**src/rtl/branch_compare_seq_if.sv**
```systemverilog
// Handshake and operand bus for branch_compare_seq.
// master: the requester/consumer side; slave: the comparator itself.
interface branch_compare_seq_if #(
    parameter int WIDTH = 32
);
    logic             in_valid;
    logic             in_ready;
    logic [WIDTH-1:0] rs1;
    logic [WIDTH-1:0] rs2;
    logic [2:0]       funct3;
    logic             flush;
    logic             out_valid;
    logic             out_ready;
    logic             BrEq;
    logic             BrLT;
    logic             br_taken;
    logic             br_err;

    modport master (
        output in_valid, rs1, rs2, funct3, flush, out_ready,
        input  in_ready, out_valid, BrEq, BrLT, br_taken, br_err
    );

    modport slave (
        input  in_valid, rs1, rs2, funct3, flush, out_ready,
        output in_ready, out_valid, BrEq, BrLT, br_taken, br_err
    );
endinterface

```
**src/rtl/branch_compare_seq.sv**
```systemverilog
// Multi-cycle branch comparator: compares rs1/rs2 CHUNK bits per cycle,
// MSB chunk first, and decodes the RV32I branch funct3 into br_taken.
//
// Optional feature macro: BRCMP_EARLY_EXIT_EN
//   defined   - the first differing chunk ends the compare (latency 1..NCHUNK)
//   undefined - every compare walks all NCHUNK chunks (constant latency);
//               the first difference is held in a sticky flag so the final
//               result matches the early-exit build.
//
// state | meaning
// IDLE  | waiting for a request, in_ready high
// CMP   | walking chunks from idx = NCHUNK-1 down to 0
// DONE  | result held on the outputs until out_ready or flush
module branch_compare_seq #(
    parameter int WIDTH = 32,
    parameter int CHUNK = 8
) (
    input logic                 clk,
    input logic                 rst_n,
    branch_compare_seq_if.slave bus
);
    localparam int NCHUNK = WIDTH / CHUNK;
    localparam int IDXW   = (NCHUNK > 1) ? $clog2(NCHUNK) : 1;
    localparam logic [IDXW-1:0] IDX_TOP = IDXW'(NCHUNK - 1);

    if ((WIDTH % CHUNK) != 0) begin : gChunkCheck
        $error("branch_compare_seq: WIDTH must be a multiple of CHUNK");
    end

    typedef enum logic [1:0] {
        IDLE = 2'd0,
        CMP  = 2'd1,
        DONE = 2'd2
    } stateT;

    stateT            state, stateNext;
    logic [IDXW-1:0]  idx, idxNext;
    logic [WIDTH-1:0] rs1Q, rs2Q;
    logic [2:0]       funct3Q;
    logic             load;
    logic             brEqQ, brEqNext;
    logic             brLtQ, brLtNext;
    logic             takenQ, takenNext;
    logic             errQ, errNext;
`ifndef BRCMP_EARLY_EXIT_EN
    logic             decidedQ, decidedNext;
    logic             ltStickyQ, ltStickyNext;
`endif

    logic [CHUNK-1:0] chunk1, chunk2;
    logic             signedSel, chunkDiff, chunkLt;
    logic             finish, resEq, resLt;

    assign chunk1    = rs1Q[int'(idx)*CHUNK +: CHUNK];
    assign chunk2    = rs2Q[int'(idx)*CHUNK +: CHUNK];
    // Only the top chunk carries the sign; lower chunks are plain magnitude.
    assign signedSel = (idx == IDX_TOP) && !funct3Q[1];
    assign chunkDiff = (chunk1 != chunk2);
    assign chunkLt   = signedSel ? ($signed(chunk1) < $signed(chunk2))
                                 : (chunk1 < chunk2);

    function automatic logic takenOf(input logic [2:0] f3, input logic eq, input logic lt);
        case (f3)
            3'b000:         takenOf = eq;
            3'b001:         takenOf = !eq;
            3'b100, 3'b110: takenOf = lt;
            3'b101, 3'b111: takenOf = !lt;
            default:        takenOf = 1'b0;
        endcase
    endfunction

    assign bus.in_ready  = (state == IDLE);
    assign bus.out_valid = (state == DONE);
    assign bus.BrEq      = brEqQ;
    assign bus.BrLT      = brLtQ;
    assign bus.br_taken  = takenQ;
    assign bus.br_err    = errQ;

    // Next-state, chunk walk and result computation.
    always_comb begin
        stateNext = state;
        idxNext   = idx;
        load      = 1'b0;
        finish    = 1'b0;
        resEq     = 1'b0;
        resLt     = 1'b0;
        brEqNext  = brEqQ;
        brLtNext  = brLtQ;
        takenNext = takenQ;
        errNext   = errQ;
`ifndef BRCMP_EARLY_EXIT_EN
        decidedNext  = decidedQ;
        ltStickyNext = ltStickyQ;
`endif
        case (state)
            IDLE: begin
                if (bus.in_valid) begin
                    load      = 1'b1;
                    idxNext   = IDX_TOP;
                    stateNext = CMP;
`ifndef BRCMP_EARLY_EXIT_EN
                    decidedNext  = 1'b0;
                    ltStickyNext = 1'b0;
`endif
                end
            end
            CMP: begin
                if (bus.flush) begin
                    stateNext = IDLE;
                end else begin
`ifdef BRCMP_EARLY_EXIT_EN
                    if (chunkDiff) begin
                        finish = 1'b1;
                        resEq  = 1'b0;
                        resLt  = chunkLt;
                    end else if (idx == '0) begin
                        finish = 1'b1;
                        resEq  = 1'b1;
                        resLt  = 1'b0;
                    end else begin
                        idxNext = idx - 1'b1;
                    end
`else
                    if (!decidedQ && chunkDiff) begin
                        decidedNext  = 1'b1;
                        ltStickyNext = chunkLt;
                    end
                    if (idx == '0) begin
                        finish = 1'b1;
                        resEq  = !(decidedQ || chunkDiff);
                        resLt  = decidedQ ? ltStickyQ : (chunkDiff && chunkLt);
                    end else begin
                        idxNext = idx - 1'b1;
                    end
`endif
                    if (finish) begin
                        stateNext = DONE;
                        brEqNext  = resEq;
                        brLtNext  = resLt;
                        takenNext = takenOf(funct3Q, resEq, resLt);
                        errNext   = (funct3Q[2:1] == 2'b01);
                    end
                end
            end
            DONE: begin
                if (bus.flush || bus.out_ready) begin
                    stateNext = IDLE;
                end
            end
            default: stateNext = IDLE;
        endcase
    end

    // State, chunk index and result registers.
    always_ff @(posedge clk or negedge rst_n) begin
        if (!rst_n) begin
            state   <= IDLE;
            idx     <= IDX_TOP;
            brEqQ   <= 1'b0;
            brLtQ   <= 1'b0;
            takenQ  <= 1'b0;
            errQ    <= 1'b0;
`ifndef BRCMP_EARLY_EXIT_EN
            decidedQ  <= 1'b0;
            ltStickyQ <= 1'b0;
`endif
        end else begin
            state   <= stateNext;
            idx     <= idxNext;
            brEqQ   <= brEqNext;
            brLtQ   <= brLtNext;
            takenQ  <= takenNext;
            errQ    <= errNext;
`ifndef BRCMP_EARLY_EXIT_EN
            decidedQ  <= decidedNext;
            ltStickyQ <= ltStickyNext;
`endif
        end
    end

    // Operand capture on accept.
    always_ff @(posedge clk or negedge rst_n) begin
        if (!rst_n) begin
            rs1Q    <= '0;
            rs2Q    <= '0;
            funct3Q <= '0;
        end else if (load) begin
            rs1Q    <= bus.rs1;
            rs2Q    <= bus.rs2;
            funct3Q <= bus.funct3;
        end
    end
endmodule

```
**src/flat_wrapper.sv**
```systemverilog
// flat-port wrapper written by rule: the top's interface ports become plain ports
module branch_compare_seq_flat 
#(
    parameter int WIDTH = 32,
    parameter int CHUNK = 8
)
  (clk, rst_n, bus_in_valid, bus_rs1, bus_rs2, bus_funct3, bus_flush, bus_out_ready, bus_in_ready, bus_out_valid, bus_BrEq, bus_BrLT, bus_br_taken, bus_br_err);
  branch_compare_seq_if #(.WIDTH(WIDTH)) bus_i ();
  input logic clk;
  input logic rst_n;
  input wire logic [$bits(bus_i.in_valid)-1:0] bus_in_valid;
  input wire logic [$bits(bus_i.rs1)-1:0] bus_rs1;
  input wire logic [$bits(bus_i.rs2)-1:0] bus_rs2;
  input wire logic [$bits(bus_i.funct3)-1:0] bus_funct3;
  input wire logic [$bits(bus_i.flush)-1:0] bus_flush;
  input wire logic [$bits(bus_i.out_ready)-1:0] bus_out_ready;
  output wire logic [$bits(bus_i.in_ready)-1:0] bus_in_ready;
  output wire logic [$bits(bus_i.out_valid)-1:0] bus_out_valid;
  output wire logic [$bits(bus_i.BrEq)-1:0] bus_BrEq;
  output wire logic [$bits(bus_i.BrLT)-1:0] bus_BrLT;
  output wire logic [$bits(bus_i.br_taken)-1:0] bus_br_taken;
  output wire logic [$bits(bus_i.br_err)-1:0] bus_br_err;
  assign bus_i.in_valid = bus_in_valid;
  assign bus_i.rs1 = bus_rs1;
  assign bus_i.rs2 = bus_rs2;
  assign bus_i.funct3 = bus_funct3;
  assign bus_i.flush = bus_flush;
  assign bus_i.out_ready = bus_out_ready;
  assign bus_in_ready = bus_i.in_ready;
  assign bus_out_valid = bus_i.out_valid;
  assign bus_BrEq = bus_i.BrEq;
  assign bus_BrLT = bus_i.BrLT;
  assign bus_br_taken = bus_i.br_taken;
  assign bus_br_err = bus_i.br_err;
  branch_compare_seq #(.WIDTH(WIDTH), .CHUNK(CHUNK)) u_core (.clk(clk), .rst_n(rst_n), .bus(bus_i));
endmodule
```
**config.mk**
```make
export PLATFORM = sky130hd
export DESIGN_NAME = branch_compare_seq_flat
export DESIGN_NICKNAME = d
export VERILOG_FILES = /design/src/rtl/branch_compare_seq_if.sv /design/src/rtl/branch_compare_seq.sv /design/src/flat_wrapper.sv
export SDC_FILE = /design/constraint.sdc
export NUM_CORES = 1
export LEC_CHECK = 0
export CAP_MARGIN = 20
export CELL_PAD_IN_SITES_DETAIL_PLACEMENT = 0
export CELL_PAD_IN_SITES_GLOBAL_PLACEMENT = 2
export CORE_UTILIZATION = 31
export DETAILED_ROUTE_END_ITERATION = 7
export GPL_TIMING_DRIVEN = 0
export HOLD_SLACK_MARGIN = 0.05
export PLACE_DENSITY = 0.85
export SYNTH_ARGS = -nofsm -noshare
export SYNTH_HDL_FRONTEND = slang
export SYNTH_SLANG_ARGS = --single-unit
```
**constraint.sdc**
```tcl
create_clock -name clk -period 3.6 [get_ports clk]
set_clock_uncertainty 0.15 [all_clocks]
set_input_delay 0.36 -clock clk [delete_from_list [all_inputs] [get_ports clk]]
set_output_delay 0.36 -clock clk [all_outputs]
set_load 0.05 [all_outputs]
```
Yosys cells after proc, flatten, opt, wreduce, memory -nomap -nowiden:

Cells that the tools add are included.

* register bits: 77
* bits in latches: 0
* RAM bits: 0
* ROM bits: 0
* output and inout port bits: 6
* word-level logic and storage cells: 83
* memories: 0

* add/subtract/negate cells: 1
* multipliers: 0
* div/mod/pow operators: 0
* order comparisons: 2
* eq/ne operators: 16
* shift-type cells: 2
* muxes and demuxes: 30
* bitwise logic cells: 1
* reduce and logical (&&, ||, !) cells: 20

Operators by type and width (count)
* $shiftx 32x6->8: 2
* $mux 1: 18
* $lt 8x8->1: 2
* $mux 2: 7
* $eq 3x3->1 const B: 4
* $ne 8x8->1: 1
* $reduce_and 4->1: 2
* $ne 2x2->1 const B: 3
* $pmux 2 s3: 1
* $reduce_and 3->1: 2
* $logic_not 1->1: 5
* $eq 2x1->1 const B: 2
* $eq 2x2->1 const B: 2
* $logic_not 2->1: 2
* $ne 2x1->1 const B: 2
* $pmux 1 s2: 2
* $pmux 1 s4: 1
* $pmux 2 s2: 1
* $reduce_or 2->1: 2
* $eq 3x1->1 const B: 1
* $logic_and 1x1->1: 3
* $logic_not 3->1: 1
* $ne 3x2->1 const B: 1
* $logic_or 1x1->1: 2
* other kinds (3): 3

Longest topological paths before layout:

* depth in word-level cells: 10
* depth in mapped cells: 9

Worst setup path before layout:

OpenSTA, ideal clock, no wires.

* path kind: flip-flop to flip-flop
* start: register u_core.idx[0]
* end: register u_core.takenQ (netlist: u_core.bus.br_taken)
* setup time: 0.082 ns
* data arrival time: 2.637 ns
* setup slack: 0.731 ns
* cell stages (with the launch flop): 10
* path buffers: 2
* period minus slack after synthesis: 2.869 ns
* cell sequence: dfstp_2 > buf_2 > buf_4 > mux4_2 > ha_1 > nand4_2 > nor3_2 > nor4b_1 > nor4_1 > a31oi_1

* cells in the longest elaborated chain, start to end: 10
* elaborated cells between the ends (all ways): 26
* those cells by class: 2 x order compare; 2 x eq/ne; 2 x shift; 12 x mux; 8 x reduce/logical

Ends and longest elaborated chain
* start: declaration: RTL line branch_compare_seq.sv:37 `logic [IDXW-1:0] idx, idxNext;`
* start signal: assignment: RTL line branch_compare_seq.sv:169 `idx <= idxNext;`
* $shiftx 32x6->8 (tied with other cells): RTL line branch_compare_seq.sv:54 `assign chunk1 = rs1Q[int'(idx)*CHUNK +: CHUNK];`
* $lt 8x8->1 (tied with other cells): RTL line branch_compare_seq.sv:60 `: (chunk1 < chunk2);`
* $mux 1: RTL line branch_compare_seq.sv:59 `assign chunkLt = signedSel ? ($signed(chunk1) < $signed(chunk2))`
* $logic_and 1x1->1: RTL line branch_compare_seq.sv:131 `resLt = decidedQ ? ltStickyQ : (chunkDiff && chunkLt);`
* $mux 1: RTL line branch_compare_seq.sv:131
* $mux 1: RTL line branch_compare_seq.sv:128 `if (idx == '0) begin`
* $mux 1: RTL line branch_compare_seq.sv:108 `if (bus.flush) begin`
* $mux 1: RTL line branch_compare_seq.sv:95 `case (state)`
* $logic_not 1->1: RTL line branch_compare_seq.sv:67 `3'b101, 3'b111: takenOf = !lt;`
* $pmux 1 s4: RTL line branch_compare_seq.sv:63 `case (f3)`
* end signal: assignment: RTL line branch_compare_seq.sv:172 `takenQ <= takenNext;`
* end: declaration: RTL line branch_compare_seq.sv:43 `logic takenQ, takenNext;`

Parallel ways exist; a longest one is shown, timed or not. The select of a mux whose other input is x is not followed.
A chain may end at the register's enable or synchronous reset.

Final worst setup path:

* start: register u_core.idx[1]
* end: register u_core.takenQ (netlist: u_core.bus.br_taken)

Same word-level chain as after synthesis.

==> flow_summary.yaml <==
worst_setup_path:
  critPathRequiredTime_ns: 3.69
  worstPathMaxFanout: 10
  cp.arrival_ns: 3.46
  rrSetupSlack_ns: 0.23
  path_cells: "clkbuf_1 -> buf_2 -> mux4_2 -> ha_1 -> nand4_2 -> nor3_2 -> nor4b_1 -> nor4_1 -> a31oi_1"
  max_stage_delay_ns: 0.53
  endpoint_kind: "flip-flop"
  crit_path_top_delay_cell: "dfstp_2"
  worst_r2r_startpoint: "u_core.idx[1]"
  reg2reg_depth: 9
  worst-setup-path-type: "flip-flop to flip-flop"
  start_kind: "flip-flop"
  r2r-end: "u_core.bus.br_taken"
yosys:
  synthCells: 397
  syn-mean-instance-area_um2: 9.31
  yosysSeqAreaShare: 0.522
  synth-simple-area-share: 0.263
  netlist_area_um2: 3700
  synthXorXnorAreaFrac: 0
  synth_top_family_by_area: "simple AND/OR/NAND/NOR gates"
  synthMuxAreaShare: 0.106
  synth_nets: 479
  synth_compound_area_frac: 0.0362
  synth_seq_cells: 77
  synth_cell_type_count: 35
  synth-warning-count: 0
  synthAdderAreaFrac: 0.0339
power:
  cellPowerDensity_nw_per_um2: 752
  p_leak_nw: 2.43
  ir_drop_mv: 0.268
sta:
  finalHoldViolCount: 0
  worst_slew_pin_slew_ns: 0.617
  slew_headroom: 0.588
  timing.fmax_mhz: 297
  hold-worst-slack_ns: 0.299
  post-route-period-util: 0.935
  fin_crit_ns: 3.37
  rsz0062_at_grt: "no"
  final-max-slew-violation-count: 0
  setup_viol: 0
placed_design:
  portBuffers: 77
  hpwl_um: 6950
  place.gp.congestion: 0.758
drt:
  drtIter0Drc: 123
  ant_nets: 0
  wl_per_cell_um: 15.1
  drt_wl_total_um: 9590
  drt_pass1_iterations: 6
  viasPerCell: 4.66
  drc_errors: 8
  num_vias: 2958
final_layout:
  areaGrowthSynthToFinish_pct: 35.6
  utilization: 0.435
  antenna_cells: 0
  drive_gt1_frac: 0.108
  fin_nets: 569
min_path:
  min_path_type: "input pin to async pin"
run:
  max-cap-violations: 0
floorplan:
  fp.dieH_um: 111
  die_area_um2: 12400
  core_um2: 11500
  die_x_um: 111
  num_rows: 39
  io_pins: 78
  initial_utilization: 0.321
clock_network:
  cts_sinks: 77
  cts_root_buffer: "clkbuf_16"
  tritoncts: "yes"
  cts_setup_buffers: 0
  htreeDepth: 3
  clk_path_buf_depth: 2
  cts_resized: 0
  numCtsBuffers: 9
  path_clk_slew_ns: 0.06
  clk_latency_ns: 0.34
status:
  status: "complete, but fails checks"
  violations: "DRC"
grt:
  overflow: 0
  grt_start_max_net_pins: 60
  antenna_found_initial: 0
  grt_pass1_vias: 3054
  grt_usage: 0.164
  grt_pass1_wl_um: 15400
[worst max-delay path: cells and delay by family (launching register included)]
kind | cells | cell delay (ns)
flip-flops | 1 | 0.53
multiplexers | 1 | 0.35
adder cells (fa/ha/maj) | 1 | 0.38
AO/OA/AOI/OAI | 1 | 0.17
AND/OR/NAND/NOR | 4 | 0.83
buffers and inverters | 2 | 0.86
[sequential cells by signal (all words and copies together) (netlist names)]
register and cells:
u_core.rs1Q 32, u_core.rs2Q 32, u_core.funct3Q 3, u_core.idx 2, u_core.state 2, u_core.bus.BrEq 1
u_core.bus.BrLT 1, u_core.bus.br_err 1, u_core.bus.br_taken 1, u_core.decidedQ 1, u_core.ltStickyQ 1
[layer usage]
layer  global-route usage  share of wire  routed length, um
met5                    0              0                  0
met4               0.0414         0.0095                 91
met3               0.0355          0.039                376
met2                0.274           0.48               4620
met1                0.214           0.47               4500
[per-stage QoR]
step                cells  power (mW)  TNS, ns  area [um^2]  setup slack (ns)
finish                635        3.77        0         5010             0.235
global route          635        4.02        0         5010           0.00393
CTS                   635        3.81        0         5010             0.182
detailed placement    618        2.79        0         4670             0.235
global placement      617        2.74   -56.38         4650            -0.758
floorplan             397        2.32        0         3700             0.731
[placed cells by master (no fill, tap or decap), drive strengths merged, types with 2 or more instances in the layout]
master / n
o21ai: 4
ha: 10
mux2i: 2
clkdlybuf4s50: 76
clkbuf: 18
nor2: 11
o2bb2ai: 2
nor2b: 4
nand2: 206
dfrtp: 75
dfstp: 2
buf: 14
bufinv: 2
a21oi: 5
nand4: 3
nor4b: 2
nand2b: 3
mux4: 16
nor4: 2
nand3: 2
and2: 2
inv: 15
a31oi: 3
[how the worst max path moves through the flow]
stage	from	end	slack (ns)	cells past startpoint
3_3_place_gp	rst_n	u_core.rs2Q[26]	-0.76	1
3_5_place_dp	u_core.idx[1]	u_core.bus.br_taken	0.23	9
4_1_cts	u_core.idx[1]	u_core.bus.br_taken	0.18	9
6_report	u_core.idx[1]	u_core.bus.br_taken	0.23	9
2_1_floorplan	u_core.idx[0]	u_core.bus.br_taken	0.73	9
5_1_grt	u_core.idx[1]	u_core.bus.br_taken	0.004	9
[logic make-up after synthesis]
family	Yosys count
AOI/OAI and AO/OA	20
adders and majority gates	10
buffers and inverters	33
DFF	77
muxes	19
and+or+nand+nor	238
[cell usage after synthesis]
cell	instances	area share
dfrtp_1	75	0.51
a21oi_1	5	0.0068
a22oi_1	1	0.0020
clkbuf_1	8	0.0081
nor2_1	11	0.011
dfstp_2	2	0.014
mux4_2	16	0.097
buf_4	2	0.0041
buf_2	10	0.014
a21o_1	1	0.0020
mux2i_1	2	0.0054
o21ai_2	1	0.0024
nand4_1	2	0.0034
nor4b_1	2	0.0047
mux2_2	1	0.0030
nand4_2	1	0.0034
nand2_1	206	0.21
nor3b_4	1	0.0051
o21ai_1	1	0.0014
ha_1	10	0.034
o211ai_1	1	0.0020
o2bb2ai_1	2	0.0047
and2_1	2	0.0034
o21a_1	1	0.0020
a31oi_1	3	0.0051
nand3b_1	1	0.0020
inv_1	13	0.013
o32ai_1	1	0.0024
nand3_1	2	0.0027
nor3_2	1	0.0027
nor2b_1	4	0.0068
nor4_1	2	0.0034
o21ai_0	2	0.0027
a221o_1	1	0.0027
nand2b_1	3	0.0051
[area by class of cell]
class	count	area, um^2
Clock inverter	6	93.8
Multi-Input combinational cell	287	1620
Timing Repair Buffer	79	806
Clock buffer	10	239
Tap cell	143	179
Sequential cell	77	1930
Fill cell	1144	6500
Inverter	13	48.8
Buffer	20	95.1
[where the power goes]
part	total (mW)	switching, mW	internal (mW)
Sequential	1.34	0.181	1.16
Clock	1.00	0.369	0.632
Combinational	1.43	0.780	0.646
[what timing repair did]
action / CTS / global route
endpoints found under the hold margin: 18 / 0
setup endpoints to repair: 0 / 0
hold buffers: 1 / 0
No activity file was read; power rests on OpenSTA's default activity.
